$ cat src/rtl/mcycle_control.sv
// Multi-cycle CPU control unit: Moore FSM over IF/ID/EX/MEM/WB/HALT driving
// datapath enables, plus a retired-instruction counter.
module mcycle_control #(
  parameter int unsigned WORD_SIZE = 16
) (
  input  logic                 clk,
  input  logic                 reset,
  input  logic [3:0]           opcode,
  input  logic [5:0]           func_code,
  input  logic                 bcond,
  input  logic                 mem_ready,
  output logic [2:0]           state,
  output logic                 alu_mode,
  output logic                 ir_write,
  output logic                 pc_write,
  output logic                 pc_write_cond,
  output logic                 reg_write,
  output logic                 output_valid,
  output logic                 is_halted,
  output logic                 mem_read,
  output logic                 mem_write,
  output logic                 i_or_d,
  output logic [1:0]           pc_src,
  output logic [WORD_SIZE-1:0] num_inst
);

  localparam logic [3:0] OPCODE_BNE = 4'd0;
  localparam logic [3:0] OPCODE_BLZ = 4'd3;
  localparam logic [3:0] OPCODE_ADI = 4'd4;
  localparam logic [3:0] OPCODE_ORI = 4'd5;
  localparam logic [3:0] OPCODE_LHI = 4'd6;
  localparam logic [3:0] OPCODE_LWD = 4'd7;
  localparam logic [3:0] OPCODE_SWD = 4'd8;
  localparam logic [3:0] OPCODE_JMP = 4'd9;
  localparam logic [3:0] OPCODE_JAL = 4'd10;
  localparam logic [3:0] OPCODE_R   = 4'd15;

  localparam logic [5:0] FUNC_JPR = 6'd25;
  localparam logic [5:0] FUNC_JRL = 6'd26;
  localparam logic [5:0] FUNC_WWD = 6'd28;
  localparam logic [5:0] FUNC_HLT = 6'd29;

  typedef enum logic [2:0] {
    S_IF   = 3'd0,
    S_ID   = 3'd1,
    S_EX   = 3'd2,
    S_MEM  = 3'd3,
    S_WB   = 3'd4,
    S_HALT = 3'd5
  } state_e;

  state_e               state_q, state_d;
  logic [WORD_SIZE-1:0] num_inst_q;
  logic                 ir_write_c, pc_write_c;
  logic                 retire;

  logic is_r, is_jpr, is_jrl, is_wwd, is_hlt;
  logic is_lwd, is_swd, is_branch, is_imm, is_jmp, is_jal;

  // The branch decision itself is qualified by bcond in the datapath.
  logic unused_bcond;
  assign unused_bcond = bcond;

  assign is_r      = (opcode == OPCODE_R);
  assign is_jpr    = is_r && (func_code == FUNC_JPR);
  assign is_jrl    = is_r && (func_code == FUNC_JRL);
  assign is_wwd    = is_r && (func_code == FUNC_WWD);
  assign is_hlt    = is_r && (func_code == FUNC_HLT);
  assign is_lwd    = (opcode == OPCODE_LWD);
  assign is_swd    = (opcode == OPCODE_SWD);
  assign is_branch = (opcode >= OPCODE_BNE) && (opcode <= OPCODE_BLZ);
  assign is_imm    = (opcode == OPCODE_ADI) || (opcode == OPCODE_ORI) ||
                     (opcode == OPCODE_LHI);
  assign is_jmp    = (opcode == OPCODE_JMP);
  assign is_jal    = (opcode == OPCODE_JAL);

  always_ff @(posedge clk or posedge reset) begin
    if (reset) begin
      state_q    <= S_IF;
      num_inst_q <= '0;
    end else begin
      state_q <= state_d;
      if (retire) begin
        num_inst_q <= num_inst_q + WORD_SIZE'(1);
      end
    end
  end

  always_comb begin
    state_d       = state_q;
    alu_mode      = 1'b0;
    ir_write_c    = 1'b0;
    pc_write_c    = 1'b0;
    pc_write_cond = 1'b0;
    reg_write     = 1'b0;
    output_valid  = 1'b0;
    is_halted     = 1'b0;
    mem_read      = 1'b0;
    mem_write     = 1'b0;
    i_or_d        = 1'b0;
    pc_src        = 2'd0;
    unique case (state_q)
      S_IF: begin
        mem_read = 1'b1;
        if (mem_ready) begin
          ir_write_c = 1'b1;
          pc_write_c = 1'b1;
          state_d    = S_ID;
        end
      end
      S_ID: begin
        if (is_hlt) begin
          state_d = S_HALT;
        end else if (is_jmp || is_jal) begin
          pc_write_c = 1'b1;
          pc_src     = 2'd2;
          state_d    = is_jal ? S_WB : S_IF;
        end else if (is_jpr || is_jrl) begin
          pc_write_c = 1'b1;
          pc_src     = 2'd3;
          state_d    = is_jrl ? S_WB : S_IF;
        end else if (is_wwd) begin
          output_valid = 1'b1;
          state_d      = S_IF;
        end else begin
          state_d = S_EX;
        end
      end
      S_EX: begin
        alu_mode = !(is_lwd || is_swd);
        if (is_lwd || is_swd) begin
          state_d = S_MEM;
        end else if (is_branch) begin
          pc_write_cond = 1'b1;
          pc_src        = 2'd1;
          state_d       = S_IF;
        end else if (is_r || is_imm) begin
          state_d = S_WB;
        end else begin
          state_d = S_IF;
        end
      end
      S_MEM: begin
        i_or_d    = 1'b1;
        mem_read  = is_lwd;
        mem_write = is_swd;
        if (mem_ready) begin
          state_d = is_lwd ? S_WB : S_IF;
        end
      end
      S_WB: begin
        reg_write = 1'b1;
        state_d   = S_IF;
      end
      S_HALT: begin
        is_halted = 1'b1;
      end
      default: begin
        state_d = S_IF;
      end
    endcase
  end

  // An instruction retires when it leaves for IF or HALT; the HALT self-loop is not a retirement.
  assign retire = (state_q != S_IF) && (state_d != state_q) &&
                  ((state_d == S_IF) || (state_d == S_HALT));

  assign ir_write = ir_write_c && !reset;
  assign pc_write = pc_write_c && !reset;
  assign state    = state_q;
  assign num_inst = num_inst_q;

endmodule

$ cat config.mk
export PLATFORM = sky130hd
export DESIGN_NAME = mcycle_control
export DESIGN_NICKNAME = d
export VERILOG_FILES = /design/src/rtl/mcycle_control.sv
export SDC_FILE = /design/constraint.sdc
export NUM_CORES = 1
export LEC_CHECK = 0
export ABC_AREA = 1
export CORE_MARGIN = 1
export CORE_UTILIZATION = 51
export DETAILED_ROUTE_END_ITERATION = 12
export HOLD_SLACK_MARGIN = 0.08
export PLACE_DENSITY = 0.84
export SLEW_MARGIN = 15
export SYNTH_ARGS = -nofsm -noshare
export SYNTH_HDL_FRONTEND = slang
export SYNTH_SLANG_ARGS = --single-unit
$ cat constraint.sdc
create_clock -name clk -period 2.6 [get_ports clk]
set_input_delay 0.52 -clock clk [delete_from_list [all_inputs] [get_ports clk]]
set_output_delay 0.52 -clock clk [all_outputs]
set_load 0.05 [all_outputs]
======== Yosys cells after proc, flatten, opt, wreduce, memory -nomap -nowiden ========
Index checks and enable logic that the tools add are counted.
storage, ports and cells
  bits in registers ....................... 19
  input bits .............................. 14
  logic and storage cells ................. 84
  output and inout port bits .............. 31
cells by class
  add/sub/neg operators ................... 1
  order comparisons ....................... 2
  reduce and logical (&&, ||, !) cells .... 21
  equal/unequal tests ..................... 19
  multiplexer cells ....................... 39
operator list
  cell                     count
  $mux W3                  11
  $eq A6 B5 Y1 const B     4
  $mux W1                  20
  $add A16 B1 Y16 const B  1
  $eq A4 B3 Y1 const B     4
  $eq A4 B4 Y1 const B     4
  $pmux W3 S5              1
  $eq A3 B3 Y1 const B     3
  $logic_and A1 B1 Y1      9
  $mux W2                  4
  $logic_or A1 B1 Y1       7
  $eq A3 B2 Y1 const B     2
  $logic_not A3 Y1         2
  $ge A4 B1 Y1 const B     1
  $le A4 B2 Y1 const B     1
  $pmux W1 S2              2
  $pmux W2 S2              1
  $eq A3 B1 Y1 const B     1
  $ne A3 B3 Y1             1
  $reduce_bool A3 Y1       1
  $logic_not A1 Y1         2

======== Longest topological paths before layout ========
  depth in word-level cells ............... 11
  gate-level depth with buffers ........... 14
  depth with buffers taken out ............ 13

======== Worst setup path before layout ========
Ideal clock, no wire load.
  kind .................................... flip-flop to output port
  start ................................... register state_q[1], in the netlist state[1]
  end ..................................... output port pc_src[0]
  setup slack ............................. -653 ps
  required time ........................... 2080 ps
  arrival time ............................ 2733 ps
  stages on the path, launching flop included .. 6
  path through ............................ dfrtp_1 > inv_2 > nor3_1 > inv_1 > nor3_1 > o21bai_1
between the ends
  cells in the longest elaborated chain, start to end .. 2
  elaborated cells between the ends (all ways) .. 3
  those cells by class .................... eq/ne (2); mux (1)
RTL lines
  element                                       line  text
  start, declared                               52    state_e state_q, state_d;
  start signal, assigned                        82    state_q <= state_d;
  $eq A3 B2 Y1 or $eq A3 B1 Y1 (tied branches)  102   unique case (state_q)
  $pmux W2 S2 *                                 102
  end, declared                                 23    output logic [1:0] pc_src,
Every way passes the cells marked *; elsewhere a longest branch is shown, timed or not.

======== Worst setup path after layout ========
  start ................................... input port opcode[3]
  end ..................................... output port output_valid
between the ends
  cells in the longest elaborated chain, start to end .. 7
  elaborated cells between the ends (all ways) .. 14
  those cells by class .................... eq/ne (3); mux (5); reduce/logical (6)
RTL lines
  element                                        line        text
  start, declared                                8           input logic [3:0] opcode,
  $eq A4 B4 Y1                                   64          assign is_r = (opcode == OPCODE_R);
  $logic_and A1 B1 Y1, on equally long branches  67, 65, 66
  $mux W1 or $logic_or A1 B1 Y1 (tied branches)  122, 118
  $mux W1                                        118         end else if (is_jpr || is_jrl) begin
  $mux W1                                        114         end else if (is_jmp || is_jal) begin
  $mux W1 *                                      112         if (is_hlt) begin
  $mux W1 *                                      102
  end, declared                                  18          output logic output_valid,
Marks and branches as above.

==> results.sh <==
export IMPL_status="complete, no violations"
export IMPL_ys_warnings_count=0
export IMPL_switching_power_uw=965.6
export IMPL_wire_per_inst_microns=12.23
export IMPL_avgSynthCellArea_sq_um=6.465
export IMPL_cts_tree="done"
export IMPL_cts_num_sinks=19
export IMPL_power_share_clock=0.090
export IMPL_clk_transition_reported_paths_ns=0.12
export IMPL_startpoint_type="primary input"
export IMPL_fp_coreArea_sq_um=2781
export IMPL_synth_seq_cells=19
export IMPL_fin_crit_sh=0.9605
export IMPL_layout_drive_gt1_share=0.1294
export IMPL_cts_buffer_depth=2
export IMPL_via_per_inst=5.379
export IMPL_hold_depth=2
export IMPL_hp_class="flip-flop to flip-flop"
export IMPL_globalRouteTotalUtil=0.2555
export IMPL_grt_pass1_vias=1527
export IMPL_utilization=0.7800
export IMPL_antenna_cells=0
export IMPL_tightest_slew_ns=0.7043
export IMPL_syn_area_sq_um=1506
export IMPL_path_max_fanout=5
export IMPL_fillers=223
export IMPL_cts_root_buf="clkbuf_4"
export IMPL_drt_iter0_drc=69
export IMPL_clk_latency_ns=0.33
export IMPL_synth_fp_nets=248
export IMPL_ys_seq_area_frac=0.3156
export IMPL_drt_pass1_iterations=4
export IMPL_min_period_ns=2.497
export IMPL_area_growth_pct=44.02
export IMPL_die_area_sq_um=3175
export IMPL_final_cells=317
export IMPL_synth_commonest_cells="nand2_1 (69), nand3_1 (34), inv_1 (30)"
export IMPL_grt_max_degree=20
export IMPL_final_hold_viol_count=0
export IMPL_clock_skew_ns=0.02008
export IMPL_initial_core_util=0.5416
export IMPL_hold_slack_ns=0.5349
export IMPL_grt_antenna_before_repair=0
export IMPL_grt_setup_unrepaired="no"
export IMPL_cts_htree_levels=1
export IMPL_pin_count=45
export IMPL_crit_arrival_ns=1.98
export IMPL_power_internal_uw=818.4
export IMPL_drc=0
export IMPL_yosysUniqueCellTypes=25
export IMPL_synth_most_common_cell="nand2_1"
export IMPL_dieHeight_microns=56.35
export IMPL_slew_headroom=0.5299
export IMPL_maxSlewViolCount=0
export IMPL_worstPathRequired_ns=2.08
export IMPL_post_place_cells=312
export IMPL_max_vdd_ir_drop_mv=0.8353
export IMPL_antenna_left=0
export IMPL_seqPwrFrac=0.245
export IMPL_gp_congestion=0.9576
export IMPL_finalNetCount=302
export IMPL_synthCells=233
export IMPL_combPwrFrac=0.665
export IMPL_synth_edf_count=0
export IMPL_cp_end_kind="output port"
export IMPL_crit_type="primary input to output port"
export IMPL_power_density_nw_per_um2=822.2
export IMPL_max_freq_mhz=400.4
export IMPL_port_buffers=43
export IMPL_die_w_microns=56.35
export IMPL_finalSetupViolations=0
export IMPL_dp_hpwl_mm=3.053
export IMPL_synth_top_area_frac=0.3156
export IMPL_switching_share=0.5413
export IMPL_synth_area_leader_cell="dfrtp_1"
export IMPL_synth_area_leaders="dfrtp_1 (32%), nand2_1 (17%), nand3_1 (11%), inv_1 (7.5%), xor2_1 (7.0%)"
export IMPL_rows=19
export IMPL_synthArstFlopShare=1.000
export IMPL_synth_ff_type="dfrtp_1"
export IMPL_drt_wl_total_mm=3.877
export IMPL_reg2reg_depth=11
export IMPL_max_cap_violations=0
export IMPL_cts_made_buffers=3
export IMPL_route_vias_total=1705
export IMPL_leakage_uw=0.001049
export IMPL_grt_overflow=0
export IMPL_grt_pass1_wl_mm=6.410
path summary, 6_finish.rpt:
kind / from / endpoint / slack [ns]
setup / recovery: opcode[3] / output_valid / 0.10
hold / removal: num_inst[7] / num_inst[7] / 0.53
setup reg to reg: state[2] / num_inst[4] / 0.62
hold reg to reg: num_inst[7] / num_inst[7] / 0.53
max in group asynchronous: reset / num_inst[4] / 1.46
min in group asynchronous: reset / num_inst[10] / 0.66
registers in the layout, summed over array words and instances, names as in the netlist:
register,count
num_inst,16
state,3
critical path: stages:
cell and delay (ns):
clkdlybuf4s50_1 0.52, nand2_1 0.10, nor2_4 0.17, inv_1 0.09
nor4_2 0.38, buf_12 0.19
area by class of cell:
type,instances,area (sq um),share of cell area
timing repair buffer,52,593.1,0.2734
inverter,33,123.9,0.05709
clock buffer,3,22.52,0.01038
clock inverter,1,5.005,0.002307
tap,31,38.79,0.01788
sequential,19,475.5,0.2191
multi-input combinational,178,910.9,0.4198
cell families after synthesis:
| family | count (synthesis) | synth area share |
|---|---|---|
| AOI/OAI and AO/OA | 9 | 0.03405 |
| xor gates and xnor gates | 13 | 0.07558 |
| buffers and inverters | 36 | 0.09801 |
| DFF | 19 | 0.3156 |
| and+or+nand+nor | 155 | 0.4684 |
| adders and majority gates | 1 | 0.008304 |
stage by stage:
stage | instance area (sq um) | total power [uW] | setup TNS, ns | setup slack (ns)
floorplan | 1520 | 1202 | -0.2004 | -0.1816
global placement | 2116 | 1608 | 0 | 0.04008
detailed placement | 2116 | 1620 | 0 | 0.01465
CTS | 2143 | 1786 | 0 | 0.04336
global route | 2170 | 1878 | 0 | 0.03346
finish | 2170 | 1784 | 0 | 0.1026
layer usage:
| metal | vias to the layer above | part of all wire | global-route usage |
|---|---|---|---|
| li1 | 856 | - | - |
| met1 | 780 | 0.46 | 0.3188 |
| met2 | 60 | 0.46 | 0.4371 |
| met3 | 9 | 0.052 | 0.03687 |
| met4 | 0 | 0.024 | 0.1115 |
| met5 | - | 0 | 0 |
cells in the final DEF, fill, tap and decap left out, types with 3 or more instances in the layout:
master	n
clkdlybuf4s50_1	32
nand4_1	10
a21oi_1	4
buf_4	9
xor2_1	12
inv_2	3
nor3_1	4
nand3_1	33
nor4_1	5
clkbuf_4	3
buf_12	9
nor2_2	4
inv_1	30
nor2_1	22
dfrtp_1	19
nand2_1	69
power by group through the flow:
stage	Sequential [uW]	Combinational (uW)	Clock (uW)
floorplan	592	610	0
global placement	441	1170	0
detailed placement	439	1180	0
CTS	435	1190	164
global route	445	1260	172
finish	437	1190	161
repair_timing:
action,in CTS,in global routing
endpoints found under the setup margin,0,2
hold buffers,0,0
setup buffers,0,1
gates resized for setup,0,6
(Power assumes the default switching activity.)
